[src/rtl/fetch_unit_if.sv]
// fetch_unit_if: instruction-memory, redirect and IF/ID signals of the fetch stage.
interface fetch_unit_if;
  logic [15:0] instruction, branch_target, pc, if_id_instr, if_id_pc, fetch_count;
  logic stall, branch_taken, if_id_valid, halted;
  modport master (
    input  instruction, stall, branch_taken, branch_target,
    output pc, if_id_instr, if_id_pc, if_id_valid, halted, fetch_count
  );
  modport slave (
    output instruction, stall, branch_taken, branch_target,
    input  pc, if_id_instr, if_id_pc, if_id_valid, halted, fetch_count
  );
endinterface

[src/rtl/fetch_unit.sv]
// fetch_unit: IF stage with PC, IF/ID register and fetch counter.
// Define FETCH_HALT_EN to stop fetching on opcode 4'hF until a branch redirects.
module fetch_unit #(
  parameter logic [15:0] RESET_PC = 16'h0000,
  parameter int MEM_BYTES = 128
) (
  input logic clk,
  input logic rst_n,
  fetch_unit_if.master bus
);
  localparam logic [1:0] IDLE = 2'd0, RUN = 2'd1;
  localparam logic [15:0] PC_MASK = 16'(MEM_BYTES - 1) & 16'hFFFE;
  logic [1:0] state, fetch_state;
  logic [15:0] pc, if_id_instr, if_id_pc, fetch_count;
  logic if_id_valid, halted, halt_op, fetch;
`ifdef FETCH_HALT_EN
  localparam logic [1:0] HALTED = 2'd2;
  assign halt_op = bus.instruction[15:12] == 4'hF;
  assign halted = state == HALTED;
  assign fetch_state = halt_op ? HALTED : RUN;
`else
  assign halt_op = 1'b0;
  assign halted = 1'b0;
  assign fetch_state = RUN;
`endif
  // a halt opcode is latched even under stall, since halt detect outranks stall
  assign fetch = state == RUN && (halt_op || !bus.stall);
  always_ff @(posedge clk or negedge rst_n)
    if (!rst_n) begin
      state <= IDLE;
      pc <= RESET_PC;
      if_id_instr <= '0;
      if_id_pc <= '0;
      if_id_valid <= 1'b0;
      fetch_count <= '0;
    end else if (bus.branch_taken) begin
      state <= RUN;
      pc <= bus.branch_target & PC_MASK;
      if_id_valid <= 1'b0;
    end else if (fetch) begin
      state <= fetch_state;
      pc <= (pc + 16'd2) & PC_MASK;
      if_id_instr <= bus.instruction;
      if_id_pc <= pc;
      if_id_valid <= 1'b1;
      fetch_count <= fetch_count + 16'd1;
    end else begin
      if (state == IDLE) state <= RUN;
      if (state != RUN) if_id_valid <= 1'b0;
    end
  assign bus.pc = pc;
  assign bus.if_id_instr = if_id_instr;
  assign bus.if_id_pc = if_id_pc;
  assign bus.if_id_valid = if_id_valid;
  assign bus.halted = halted;
  assign bus.fetch_count = fetch_count;
endmodule

[src/flat_wrapper.sv]
// flat-port wrapper written by rule: the top's interface ports become plain ports
module fetch_unit_flat 
#(
  parameter logic [15:0] RESET_PC = 16'h0000,
  parameter int MEM_BYTES = 128
)
  (clk, rst_n, bus_instruction, bus_stall, bus_branch_taken, bus_branch_target, bus_pc, bus_if_id_instr, bus_if_id_pc, bus_if_id_valid, bus_halted, bus_fetch_count);
  fetch_unit_if bus_i ();
  input logic clk;
  input logic rst_n;
  input wire logic [$bits(bus_i.instruction)-1:0] bus_instruction;
  input wire logic [$bits(bus_i.stall)-1:0] bus_stall;
  input wire logic [$bits(bus_i.branch_taken)-1:0] bus_branch_taken;
  input wire logic [$bits(bus_i.branch_target)-1:0] bus_branch_target;
  output wire logic [$bits(bus_i.pc)-1:0] bus_pc;
  output wire logic [$bits(bus_i.if_id_instr)-1:0] bus_if_id_instr;
  output wire logic [$bits(bus_i.if_id_pc)-1:0] bus_if_id_pc;
  output wire logic [$bits(bus_i.if_id_valid)-1:0] bus_if_id_valid;
  output wire logic [$bits(bus_i.halted)-1:0] bus_halted;
  output wire logic [$bits(bus_i.fetch_count)-1:0] bus_fetch_count;
  assign bus_i.instruction = bus_instruction;
  assign bus_i.stall = bus_stall;
  assign bus_i.branch_taken = bus_branch_taken;
  assign bus_i.branch_target = bus_branch_target;
  assign bus_pc = bus_i.pc;
  assign bus_if_id_instr = bus_i.if_id_instr;
  assign bus_if_id_pc = bus_i.if_id_pc;
  assign bus_if_id_valid = bus_i.if_id_valid;
  assign bus_halted = bus_i.halted;
  assign bus_fetch_count = bus_i.fetch_count;
  fetch_unit #(.RESET_PC(RESET_PC), .MEM_BYTES(MEM_BYTES)) u_core (.clk(clk), .rst_n(rst_n), .bus(bus_i));
endmodule
[config.mk]
export PLATFORM = sky130hd
export DESIGN_NAME = fetch_unit_flat
export DESIGN_NICKNAME = d
export VERILOG_FILES = /design/src/rtl/fetch_unit_if.sv /design/src/rtl/fetch_unit.sv /design/src/flat_wrapper.sv
export SDC_FILE = /design/constraint.sdc
export NUM_CORES = 1
export LEC_CHECK = 0
export CORE_UTILIZATION = 40
export CTS_BUF_LIST = sky130_fd_sc_hd__clkbuf_8
export CTS_CLUSTER_SIZE = 25
export DETAILED_ROUTE_END_ITERATION = 8
export PLACE_DENSITY_LB_ADDON = 0.2
export SKIP_LAST_GASP = 1
export SLEW_MARGIN = 0
export SYNTH_ARGS = -nofsm -noshare
export SYNTH_HDL_FRONTEND = slang
export SYNTH_SLANG_ARGS = --single-unit
[constraint.sdc]
create_clock -name clk -period 2.75 [get_ports clk]
set_input_delay 0.55 -clock clk [delete_from_list [all_inputs] [get_ports clk]]
set_output_delay 0.55 -clock clk [all_outputs]
set_load 0.01 [all_outputs]
-- Word-level counts from Yosys, hierarchy flattened
Cells that the tools add are included.
- flip-flop bits (word level): 67
- bits of input ports: 36
- output and inout bits: 66
- logic and storage cells: 26
- add/subtract/negate cells: 2
- equal/unequal tests: 2
- muxes and demuxes: 8
- bitwise logic cells: 1
- reduce and logical (&&, ||, !) cells: 7
- operators by type and width (cell ; count):
    16-bit two-way mux ; 2
    16-bit by 1-bit adder with 16-bit output (second input constant) ; 1
    7-bit by 2-bit adder with 7-bit output (second input constant) ; 1
    2-bit two-way mux ; 3
    3-bit nonzero test ; 2
    1-bit two-way mux ; 3
    2-bit by 1-bit equality test with 1-bit output (second input constant) ; 1
    2-bit logical NOT ; 1
    2-bit by 1-bit inequality test with 1-bit output (second input constant) ; 1
    2-bit AND reduction ; 1
    2-bit nonzero test ; 1
    1-bit logical AND ; 1
    1-bit logical NOT ; 1
    1-bit inverter ; 1

-- Longest topological paths before layout
- depth after elaboration: 4
- gate-level depth with buffers: 5
- gate-level depth less buffers: 5

-- Worst setup path after synthesis
No wires, ideal clock.
- kind: input to register
- start: in bus_branch_taken
- end: reg u_core.fetch_count[13], in the netlist u_core.bus.fetch_count[13]
- setup time: 125 ps
- data arrival time: 1660 ps
- data required time: 2625 ps
- path slack: 965 ps
- cell stages on the path: 5
- path buffers: 1
- cells stage by stage: or3b_1 > buf_6 > nor4_4 > nand3_1 > xnor2_1
- cells in the longest elaborated chain, start to end: 2
- RTL lines (what ; line ; source):
    start: declaration ; flat_wrapper.sv:13 ; input wire logic [$bits(bus_i.branch_taken)-1:0] bus_branch_taken;
    1-bit inverter (no line) ; - ;
    2-bit AND reduction (no line) ; - ;
    end signal: assignment ; fetch_unit.sv:46 ; fetch_count <= fetch_count + 16'd1;
    end: declaration ; fetch_unit.sv:14 ; logic [15:0] pc, if_id_instr, if_id_pc, fetch_count;
No other way between the ends.
A chain may end at the register's enable or synchronous reset.

-- Worst setup path in the final report
- start: in bus_branch_taken
- end: reg u_core.fetch_count[15], in the netlist u_core.bus.fetch_count[15]
Same word-level chain as after synthesis.

==> metrics.md <==
| Metric | Value |
|---|---|
| Max Freq | between 0.5 and 0.6 GHz |
| Post-Place Cell Area | about 2800 um2 |
| Hold Violations, Final | 0 |
| Root buffer cell | clkbuf_8 |
| DRC | 0 |
| Synth unique cells | 23 |
| Clock network fraction of design power | 21.3% |
| Rows | 25 |
| Starting density of the core | ~43% |
| # Post-CTS Setup Buffers | 0 |
| Routed WL | between 3000 and 4000 um |
| Worst Reg-to-Reg Cells | 4 |
| Synth warn | 0 |
| Proportion of netlist area held by the largest area contributor | a little under three fifths |
| Fin. max-slew vios | 0 |
| DR pass1 iterations | 3 |
| DRT antenna net count | 0 |
| Most common library cells after synthesis | dfrtp_1 (46), mux2_2 (23), buf_4 (21) |
| Worst setup SP type | input pin |
| Final Cycle Share | 72.3% |
| Clock latency on the worst-skew pair | ~0.29 ns |
| DR vias/cell | 4.54 |
| Crit path time final | 1.99 ns |
| Fill count | ~430 |
| CP top delay family | simple AND/OR/NAND/NOR gates |
| Total power | 0.00175 W |
| Pwr/cell area | approximately 610 nW/um2 |
| Critical Path RT | ~2.9 ns |
| Seq cells post-synth | 46 |
| Max incr delay on CP | 0.49 ns |
| Run status | complete, no violations |
| Largest net degree at the start of global routing | 26 |
| CTS tree | done |
| H-tree levels | 2 |
| Number of diodes | 0 |
| Worst setup EP type | register |
| Top_reg_cell synth | dfrtp_1 |
| First-pass GRT wire length | between 6000 and 7000 um |
| Area delta synth->final | 38.6% |
| Setup TNS | 0 ns |
| Synth Instances | ~170 |
| Via count | between 1000 and 1500 |
| Drt wl/cell | ~12 um |
| IO Count | around 100 |
| RSZ-0062 raised after global routing | no |
| Core Region | 4850 um2 |
| Die X | 74.1 um |
| Area of the mapped netlist | around 2100 um2 |
| Combinational Power Share | approximately 28% |
| EDFF count, synth | 0 |
| Crit Path Class | input pin to register |
| Post-DP HPWL | 3030 um |
| Gr ovfl total | 0 |
| TritonCTS Buffers | 5 |
| Reg power frac | 50.4% |
| Final setup violation count | 0 |
| Clock skew | roughly 0.0049 ns |
| I/O Buffers | 70 |
| Leak | roughly 1.3 nW |
| Total track usage | roughly 15% |
| Number of global-route vias before repair | between 1000 and 1500 |
| Sw power | around 0.00049 W |
| Worst min-delay path category | input pin to asynchronous set/reset pin |
| Nets@finish | between 200 and 300 |
| Clock transition at path regs | approximately 0.08 ns |
| Share of cells above drive strength 1 | 15.4% |
| CP Depth | 5 |
| Ys async rst share | 100% |
| Cell area after layout | 2880 um2 |
| Die area | between 5000 and 6000 um2 |
| Die height | 74.1 um |
| Syn Area/Cell | 12.4 um2 |
| Post-CTS Hold Buffers | 0 |
| Max-Cap Viols | 0 |
| Slowest-stage cell, CP | or3b_1 |
| Clock Sink Count | 46 |
| Starting DRT DRC Count | 62 |
| Top post-synthesis cells by area | dfrtp_1 (55%), mux2_2 (12%), buf_4 (7.6%) |
| Register area share after synthesis | a little under three fifths |
| Maximum fanout along the worst path | 4 |
| Clock Path Buffers | 2 |
| Post_cts resized | 0 |
| Max rail drop VDD | 0.346 mV |
| Buffers and inverters on the worst path | 1 |
| P_int | 0.00126 W |
| Yosys top cell by area | dfrtp_1 |
| Most frequent cell after synthesis | dfrtp_1 |
| Switching Fraction | around 28% |
| RD Place Congestion | between 0.7 and 0.8 |
| Initial antenna violation count | 0 |
| CP cell instances | clkdlybuf4s50_1 -> or3b_1 -> nor4_4 -> nand3_1 -> xnor2_1 |
| Crit path DAT | between 2 and 2.5 ns |
layout make-up:
| cell class | instances | area [um2] | area share [%] |
|---|---|---|---|
| flip-flops and latches | 46 | 1150 | 40.0 |
| multi-input cells | 115 | 816 | 28.3 |
| repair buffers | 77 | 748 | 26.0 |
| well taps | 67 | 83.8 | 2.91 |
| clock buffers | 5 | 68.8 | 2.39 |
| clock inverters | 2 | 7.51 | 0.261 |
| inverters | 1 | 3.75 | 0.130 |
state kept, by name, summed over array words and instances (netlist names):
name                    flops
u_core.bus.fetch_count     16
u_core.bus.if_id_instr     16
u_core.bus.if_id_pc         6
u_core.bus.if_id_valid      1
u_core.bus.pc               6
u_core.state                1
worst paths after layout:
kind                                            start  slack, ns                          to
max in group asynchronous                       rst_n       2.24   u_core.bus.fetch_count[4]
setup / recovery                     bus_branch_taken       0.76  u_core.bus.fetch_count[15]
setup reg to reg                      u_core.state[0]       1.18  u_core.bus.fetch_count[15]
min in group clk           u_core.bus.fetch_count[15]       0.47  u_core.bus.fetch_count[15]
hold reg to reg            u_core.bus.fetch_count[15]       0.47  u_core.bus.fetch_count[15]
hold / removal                                  rst_n       0.23  u_core.bus.fetch_count[13]
power by group through the flow:
| stage | logic [W] | clock network [W] | registers [W] |
|---|---|---|---|
| 3_5_place_dp | 0.000504 | 0 | 0.000898 |
| 2_1_floorplan | 0.000170 | 0 | 0.000936 |
| 5_1_grt | 0.000536 | 0.000413 | 0.000901 |
| 6_report | 0.000496 | 0.000372 | 0.000881 |
| 3_3_place_gp | 0.000495 | 0 | 0.000893 |
| 4_1_cts | 0.000506 | 0.000398 | 0.000884 |
layer usage:
metal / track usage, % / wire [um] / vias up
li1: - / - / 683
met3: 5.01 / 255 / 5
met2: 26.6 / 1940 / 51
met4: 3.85 / 35 / 0
met1: 18.5 / 1670 / 683
met5: 0 / 0 / -
stage by stage:
step                instances  hold slack (ns)  utilization [%]  worst slack, ns
floorplan                 188            0.254                -            0.965
global placement          306            0.462             57.8            0.454
detailed placement        306            0.472             57.8            0.437
CTS                       313            0.230             59.4            0.749
global route              313            0.245             59.4            0.683
finish                    313            0.231             59.4            0.762
placed cells by master, fill, tap and decap left out:
cell             count
nor4_4               1
nor3b_1              1
xor2_1              12
buf_4                7
and3_1               4
nor2b_1              2
dfrtp_1             46
nor3_1               4
mux2_2              23
inv_1                3
mux2i_1              1
nand3_1              8
nand4_1              6
buf_2                1
clkdlybuf4s50_1     69
clkbuf_8             5
nor3b_2              1
nor2_1               3
nand2_1             10
ha_1                 2
or3b_1               1
o21ai_0              6
conb_1              22
xnor2_1              8
cells by family after synthesis:
family	Yosys count	synth area share (%)
flops	46	55.4
other cells	2	0.362
xor+xnor	20	8.43
compound gates	6	1.45
fa+ha+maj	2	1.20
buf+inv	27	9.16
mux	24	13.0
simple gates	41	11.0
Note: power is estimated with default switching activity, not from simulation.
